===== config.mk =====
export PLATFORM = sky130hd
export DESIGN_NAME = mem_access_stage
export DESIGN_NICKNAME = d
export VERILOG_FILES = /design/src/rtl/mem_access_stage_pkg.sv /design/src/rtl/mem_access_stage_timeout_ctr.sv /design/src/rtl/mem_access_stage.sv
export SDC_FILE = /design/constraint.sdc
export NUM_CORES = 1
export LEC_CHECK = 0
export CELL_PAD_IN_SITES_DETAIL_PLACEMENT = 0
export CELL_PAD_IN_SITES_GLOBAL_PLACEMENT = 1
export CORE_ASPECT_RATIO = 0.8
export CORE_MARGIN = 10
export CORE_UTILIZATION = 35
export DETAILED_ROUTE_END_ITERATION = 10
export PLACE_DENSITY = 0.78
export SYNTH_ARGS = -nofsm -noshare
export SYNTH_HDL_FRONTEND = slang
export SYNTH_SLANG_ARGS = --single-unit

===== constraint.sdc =====
create_clock -name clk -period 2.4 [get_ports clk]
set_input_delay 0.48 -clock clk [delete_from_list [all_inputs] [get_ports clk]]
set_output_delay 0.48 -clock clk [all_outputs]
set_load 0.01 [all_outputs]

===== src/rtl/mem_access_stage_pkg.sv =====
// Shared definitions for the memory-access stage: MIPS exception codes,
// FSM state encoding and the exception check applied when an op is accepted.
package mem_access_stage_pkg;

    typedef enum logic [0:0] {
        ST_IDLE     = 1'b0,
        ST_MEM_WAIT = 1'b1
    } state_t;

    localparam logic [4:0] EXC_NONE = 5'd0;
    localparam logic [4:0] EXC_ADEL = 5'd4;
    localparam logic [4:0] EXC_ADES = 5'd5;
    localparam logic [4:0] EXC_DBE  = 5'd7;
    localparam logic [4:0] EXC_OV   = 5'd12;

    // Overflow outranks alignment; a load+store op counts as a load.
    function automatic logic [4:0] accept_exc(
        input logic       ovf,
        input logic       is_mem,
        input logic       is_load,
        input logic [1:0] addr_lo
    );
        if (ovf) begin
            return EXC_OV;
        end
        if (is_mem && (addr_lo != 2'b00)) begin
            return is_load ? EXC_ADEL : EXC_ADES;
        end
        return EXC_NONE;
    endfunction

    function automatic logic rd_writable(input logic [4:0] rd);
        return rd != 5'd0;
    endfunction

endpackage


===== src/rtl/mem_access_stage_timeout_ctr.sv =====
// Cycle counter for an outstanding data-memory request; flags the last
// cycle the stage is willing to wait for an acknowledge.
module mem_access_stage_timeout_ctr #(
    parameter int TIMEOUT = 16
) (
    input  logic clk,
    input  logic rst_n,
    input  logic i_clear,
    input  logic i_enable,
    output logic o_expired
);

    localparam int CW = (TIMEOUT > 2) ? $clog2(TIMEOUT) : 1;

    logic [CW-1:0] r_count;

    always_ff @(posedge clk or negedge rst_n) begin
        if (!rst_n) begin
            r_count <= '0;
        end else if (i_clear) begin
            r_count <= '0;
        end else if (i_enable) begin
            r_count <= r_count + 1'b1;
        end
    end

    assign o_expired = i_enable && (r_count == CW'(TIMEOUT - 1));

endmodule


===== src/rtl/mem_access_stage.sv =====
// Memory-access stage between the ALU and the register-file write port:
// word load/store over a req/ack bus, writeback record and exception reporting.
module mem_access_stage
    import mem_access_stage_pkg::*;
#(
    parameter int ADDR_W  = 14,
    parameter int TIMEOUT = 16
) (
    input  logic              clk,
    input  logic              rst_n,
    input  logic              i_in_valid,
    output logic              o_in_ready,
    input  logic [31:0]       i_alu_result,
    input  logic              i_alu_ovf,
    input  logic [4:0]        i_rd,
    input  logic              i_reg_write,
    input  logic              i_mem_read,
    input  logic              i_mem_write,
    input  logic [31:0]       i_store_data,
    output logic              o_dmem_req,
    output logic              o_dmem_we,
    output logic [ADDR_W-1:0] o_dmem_addr,
    output logic [31:0]       o_dmem_wdata,
    input  logic              i_dmem_ack,
    input  logic [31:0]       i_dmem_rdata,
    output logic              o_wb_valid,
    input  logic              i_wb_ready,
    output logic              o_wb_we,
    output logic [4:0]        o_wb_rd,
    output logic [31:0]       o_wb_data,
    output logic              o_exc_valid,
    output logic [4:0]        o_exc_code
);

    state_t r_state;
    state_t w_state_next;

    logic              r_dmem_req;
    logic              r_dmem_we;
    logic [ADDR_W-1:0] r_dmem_addr;
    logic [31:0]       r_dmem_wdata;
    logic [31:0]       r_mem_alu;
    logic [4:0]        r_mem_rd;
    logic              r_mem_is_load;

    logic        r_wb_valid;
    logic        r_wb_we;
    logic [4:0]  r_wb_rd;
    logic [31:0] r_wb_data;
    logic        r_exc_valid;
    logic [4:0]  r_exc_code;

    logic        w_wb_valid_next;
    logic        w_wb_we_next;
    logic [4:0]  w_wb_rd_next;
    logic [31:0] w_wb_data_next;
    logic        w_exc_valid_next;
    logic [4:0]  w_exc_code_next;

    logic        w_transfer;
    logic        w_is_mem;
    logic [4:0]  w_acc_exc;
    logic        w_start_mem;
    logic        w_in_wait;
    logic        w_expired;
    logic        w_mem_done;

    assign w_in_wait   = (r_state == ST_MEM_WAIT);
    assign o_in_ready  = (r_state == ST_IDLE) && (!r_wb_valid || i_wb_ready);
    assign w_transfer  = i_in_valid && o_in_ready;
    assign w_is_mem    = i_mem_read || i_mem_write;
    assign w_acc_exc   = accept_exc(i_alu_ovf, w_is_mem, i_mem_read, i_alu_result[1:0]);
    assign w_start_mem = w_transfer && w_is_mem && (w_acc_exc == EXC_NONE);
    // An acknowledge in the final allowed cycle completes the access normally.
    assign w_mem_done  = w_in_wait && (i_dmem_ack || w_expired);

    mem_access_stage_timeout_ctr #(
        .TIMEOUT (TIMEOUT)
    ) u_timeout_ctr (
        .clk       (clk),
        .rst_n     (rst_n),
        .i_clear   (!w_in_wait || w_mem_done),
        .i_enable  (w_in_wait),
        .o_expired (w_expired)
    );

    always_comb begin
        w_state_next     = r_state;
        w_wb_valid_next  = r_wb_valid && !i_wb_ready;
        w_wb_we_next     = r_wb_we;
        w_wb_rd_next     = r_wb_rd;
        w_wb_data_next   = r_wb_data;
        w_exc_valid_next = r_exc_valid;
        w_exc_code_next  = r_exc_code;

        if (r_wb_valid && i_wb_ready) begin
            w_wb_we_next     = 1'b0;
            w_exc_valid_next = 1'b0;
            w_exc_code_next  = EXC_NONE;
        end

        case (r_state)
            ST_IDLE: begin
                if (w_start_mem) begin
                    w_state_next = ST_MEM_WAIT;
                end else if (w_transfer) begin
                    w_wb_valid_next  = 1'b1;
                    w_wb_rd_next     = i_rd;
                    w_wb_data_next   = i_alu_result;
                    w_exc_valid_next = (w_acc_exc != EXC_NONE);
                    w_exc_code_next  = w_acc_exc;
                    w_wb_we_next     = (w_acc_exc == EXC_NONE) && i_reg_write
                                       && rd_writable(i_rd);
                end
            end
            ST_MEM_WAIT: begin
                if (i_dmem_ack) begin
                    w_state_next     = ST_IDLE;
                    w_wb_valid_next  = 1'b1;
                    w_wb_rd_next     = r_mem_rd;
                    w_wb_data_next   = r_mem_is_load ? i_dmem_rdata : r_mem_alu;
                    w_wb_we_next     = r_mem_is_load && rd_writable(r_mem_rd);
                    w_exc_valid_next = 1'b0;
                    w_exc_code_next  = EXC_NONE;
                end else if (w_expired) begin
                    w_state_next     = ST_IDLE;
                    w_wb_valid_next  = 1'b1;
                    w_wb_rd_next     = r_mem_rd;
                    w_wb_data_next   = r_mem_alu;
                    w_wb_we_next     = 1'b0;
                    w_exc_valid_next = 1'b1;
                    w_exc_code_next  = EXC_DBE;
                end
            end
            default: begin
                w_state_next = ST_IDLE;
            end
        endcase
    end

    always_ff @(posedge clk or negedge rst_n) begin
        if (!rst_n) begin
            r_state <= ST_IDLE;
        end else begin
            r_state <= w_state_next;
        end
    end

    // Bus request fields are captured once at accept and held until completion.
    always_ff @(posedge clk or negedge rst_n) begin
        if (!rst_n) begin
            r_dmem_req    <= 1'b0;
            r_dmem_we     <= 1'b0;
            r_dmem_addr   <= '0;
            r_dmem_wdata  <= '0;
            r_mem_alu     <= '0;
            r_mem_rd      <= '0;
            r_mem_is_load <= 1'b0;
        end else if (w_start_mem) begin
            r_dmem_req    <= 1'b1;
            r_dmem_we     <= i_mem_write && !i_mem_read;
            r_dmem_addr   <= i_alu_result[ADDR_W+1:2];
            r_dmem_wdata  <= i_store_data;
            r_mem_alu     <= i_alu_result;
            r_mem_rd      <= i_rd;
            r_mem_is_load <= i_mem_read;
        end else if (w_mem_done) begin
            r_dmem_req    <= 1'b0;
        end
    end

    always_ff @(posedge clk or negedge rst_n) begin
        if (!rst_n) begin
            r_wb_valid  <= 1'b0;
            r_wb_we     <= 1'b0;
            r_wb_rd     <= '0;
            r_wb_data   <= '0;
            r_exc_valid <= 1'b0;
            r_exc_code  <= EXC_NONE;
        end else begin
            r_wb_valid  <= w_wb_valid_next;
            r_wb_we     <= w_wb_we_next;
            r_wb_rd     <= w_wb_rd_next;
            r_wb_data   <= w_wb_data_next;
            r_exc_valid <= w_exc_valid_next;
            r_exc_code  <= w_exc_code_next;
        end
    end

    assign o_dmem_req   = r_dmem_req;
    assign o_dmem_we    = r_dmem_we;
    assign o_dmem_addr  = r_dmem_addr;
    assign o_dmem_wdata = r_dmem_wdata;
    assign o_wb_valid   = r_wb_valid;
    assign o_wb_we      = r_wb_we;
    assign o_wb_rd      = r_wb_rd;
    assign o_wb_data    = r_wb_data;
    assign o_exc_valid  = r_exc_valid;
    assign o_exc_code   = r_exc_code;

endmodule


==> run_results.csv <==
group,metric,value,unit
timing,tightest_slew,0.536,ns
timing,max_freq,461,MHz
logic_synthesis,synth_edf_count,0,
grt,grt_pass1_vias,4604,
route,drc_errors,0,
logic_synthesis,synth-adder-area-share,0.227,%
place,dp_hpwl,12.0,mm
route,wl_met1,6.65,mm
floorplanning,design.die.area,21200,um2
route,route.met3.wl,2.00,mm
finish,utilization,54.7,%
logic_synthesis,synth_common_cells,"dfrtp_1 (122), mux2_2 (72), nor2_1 (42)",
clock_tree,numCtsBuffers,17,
clock_tree,cts_tree,"built",
logic_synthesis,synth_area,5500,um2
clock_tree,cts-resized-gates,0,
critical_path,path_class,"primary input to output port",
route,via_per_inst,4.75,
route,firstDrtPassIters,4,
critical_path,crit_arrival,1.69,ns
clock_tree,clock_latency,0.42,ns
critical_path,critPathCaptureType,"output port",
critical_path,crit_slowest_cell,"clkdlybuf4s50_1",
critical_path,r2r-start,"r_state",
route,top_layer_used,"met5",
timing,slew_violations,0,
route,wl_per_cell,19.0,um
floorplanning,start_util,36.2,%
route,dr_wl_met2,7.38,mm
min_path,hold_class,"primary input to async pin",
logic_synthesis,synth_compound_area_share,5.51,%
logic_synthesis,ys_types,35,
logic_synthesis,syn_inst,433,
logic_synthesis,ys_ff_latch,122,
timing,setup_viol,0,
timing,rsz0062_at_grt,"no",
flow_run,max_cap_viol_count,0,
floorplanning,die_w,160,um
clock_tree,clockBufferDepth,2,
logic_synthesis,yosys.area.top_type_share,55.5,%
finish,area_growth,51.3,%
grt,grt_max_degree,54,
critical_path,max_stage_delay,0.54,ns
pwr,ir_drop,0.563,mV
place,port_buffers,203,
timing,layout_min_cycle_time,2.17,ns
route,wirelength,16.3,mm
floorplanning,ioPinCount,204,
logic_synthesis,syn_avg_cell_area,12.7,um2
timing,hold_viol_final,0,
logic_synthesis,synthArstFlopShare,100,%
route,drtIter0Drc,106,
route,vias,4060,
floorplanning,chipHeight,132,um
clock_tree,cts.sinks,122,
critical_path,cp_data_required_time,1.92,ns
critical_path,crit_path_start_kind,"primary input",
grt,grt_pass1_wl,25.9,mm
logic_synthesis,yosysTopAreaCell,"dfrtp_1",
timing,finalClockSkew,0.00840,ns
clock_tree,cts_root_buf,"clkbuf_16",
grt,overflow,0,
floorplanning,fp.coreArea,15200,um2
timing,max_slew_margin,64.3,%
logic_synthesis,syn_nets,544,
clock_tree,cts_hold_buf,0,
finish,nets,743,
clock_tree,postCtsSetupRepairBufs,0,
critical_path,worst_r2r_path_depth,4,
logic_synthesis,synth_most_common_cell,"dfrtp_1",
grt,antenna_found_initial,2,
logic_synthesis,synth-simple-area-share,6.32,%
run_status,outcome,"complete, no violations",
place,routabilityCongestion,0.789,
timing,period_share,90.3,%
critical_path,crit_chain,"clkdlybuf4s50_1, nor2b_1, nor2_1, clkdlybuf4s50_1",
logic_synthesis,synthFlopType,"dfrtp_1",
clock_tree,cts.reportedPaths.clkPinSlew,0.05,ns
critical_path,cp-startpoint,"i_wb_ready",
critical_path,cp_common_cell,"clkdlybuf4s50_1",
clock_tree,htreeDepth,4,
finish,drive_above_1_share,19.4,%
logic_synthesis,synthXorXnorAreaFrac,0.318,%
logic_synthesis,ys_top_cells_by_area,"dfrtp_1 (56%), mux2_2 (15%), mux2_1 (7.6%), mux2i_1 (5.8%), a21oi_1 (3.4%)",
critical_path,critPathMaxFanout,4,
pwr,p_leak,3.66,nW
logic_synthesis,ys_seq_area_share,55.5,%
logic_synthesis,yosysWarnings,0,
timing,fin_tns_setup,0,ns
logic_synthesis,synth_top_family_by_area,"multiplexers",
logic_synthesis,synth_mux_area_share,28.1,%
floorplanning,rows,40,
grt,grtUsageTotal,15.6,%
route,ant_nets,0,
finish,n_fill_cell,1324,
pwr,cellPowerDensity,907,nW/um2
worst max-delay path: cells and delay by family:
kind | cells | cell delay, ns
buf+inv | 2 | 1.05
simple gates | 2 | 0.15
power by group:
group | internal (mW) | total (mW) | leakage (nW) | switching (mW)
clock network | 1.55 | 2.45 | 0.278 | 0.901
logic | 1.36 | 2.22 | 1.90 | 0.866
registers | 2.58 | 2.88 | 1.49 | 0.299
total | 5.48 | 7.55 | 3.66 | 2.07
cell type report:
class / count / area (um2) / area share [%]
clock buffers: 24 / 502 / 6.03
multi-input cells: 272 / 2250 / 27.0
well taps: 210 / 263 / 3.16
flip-flops and latches: 122 / 3050 / 36.7
diodes: 1 / 2.50 / 0.0301
inverters: 2 / 7.51 / 0.0902
repair buffers: 217 / 2180 / 26.2
clock inverters: 7 / 65.1 / 0.782
metal layers:
metal  track usage, %  up-vias
met2             23.6      153
met4             5.50        2
met3             9.74       14
met5                0        -
met1             17.5     1975
li1                 -     1916
cell families (layout without fill, tap and decap cells):
logic type      after synthesis  count (layout)
flops                       122             122
buf+inv                      39             250
other cells                   0               1
xor+xnor                      2               2
fa+ha+maj                     1               1
mux                         141             141
compound gates               53              53
simple gates                 75              75
state kept, by name (all words and copies together), names as in the netlist, 4 cells and up:
register	count
o_wb_rd	5
o_dmem_addr	13
o_dmem_wdata	32
r_mem_rd	5
o_wb_data	32
u_timeout_ctr.r_count	4
r_mem_alu	19
o_exc_code	5
metrics by stage:
stage          power, mW  worst slack (ns)  instance area, um2  instances  hold slack (ns)
2_1_floorplan       3.88             0.671                5500        433            0.184
3_3_place_gp        5.10            0.0639                7750        823            0.451
3_5_place_dp        5.17            0.0457                7750        823            0.470
4_1_cts             7.68             0.221                8320        854           0.0403
5_1_grt             7.98             0.155                8320        854           0.0637
6_report            7.55             0.232                8320        855           0.0435
worst paths after layout:
path / slack [ns] / to
worst min-delay path: 0.04 / o_dmem_wdata[5]
min in group clk: 0.47 / u_timeout_ctr.r_count[0]
worst min register to register: 0.47 / u_timeout_ctr.r_count[0]
worst max-delay path: 0.23 / o_in_ready
max in group asynchronous: 1.55 / o_wb_data[12]
worst max register to register: 0.48 / o_wb_data[26]
cells in the final DEF, fill, tap and decap left out, types with 2 or more instances in the layout:
master	synthesis	final
clkdlybuf4s50_1	0	202
buf_12	0	4
nor2_1	42	42
nand2_1	13	11
clkbuf_8	0	5
mux2_1	37	37
mux2i_1	32	32
mux2_2	72	72
dfrtp_1	122	121
o21ai_0	6	6
buf_4	14	11
clkbuf_16	0	17
nor3_1	2	2
a21oi_1	37	37
nor2b_1	2	2
o22ai_1	3	3
clkinv_2	0	4
inv_1	2	2
clkbuf_1	4	2
clkinvlp_4	0	2
nand2b_1	3	3
nand3_1	3	3
and2_1	4	4
No activity file was read; power rests on OpenSTA's default activity.
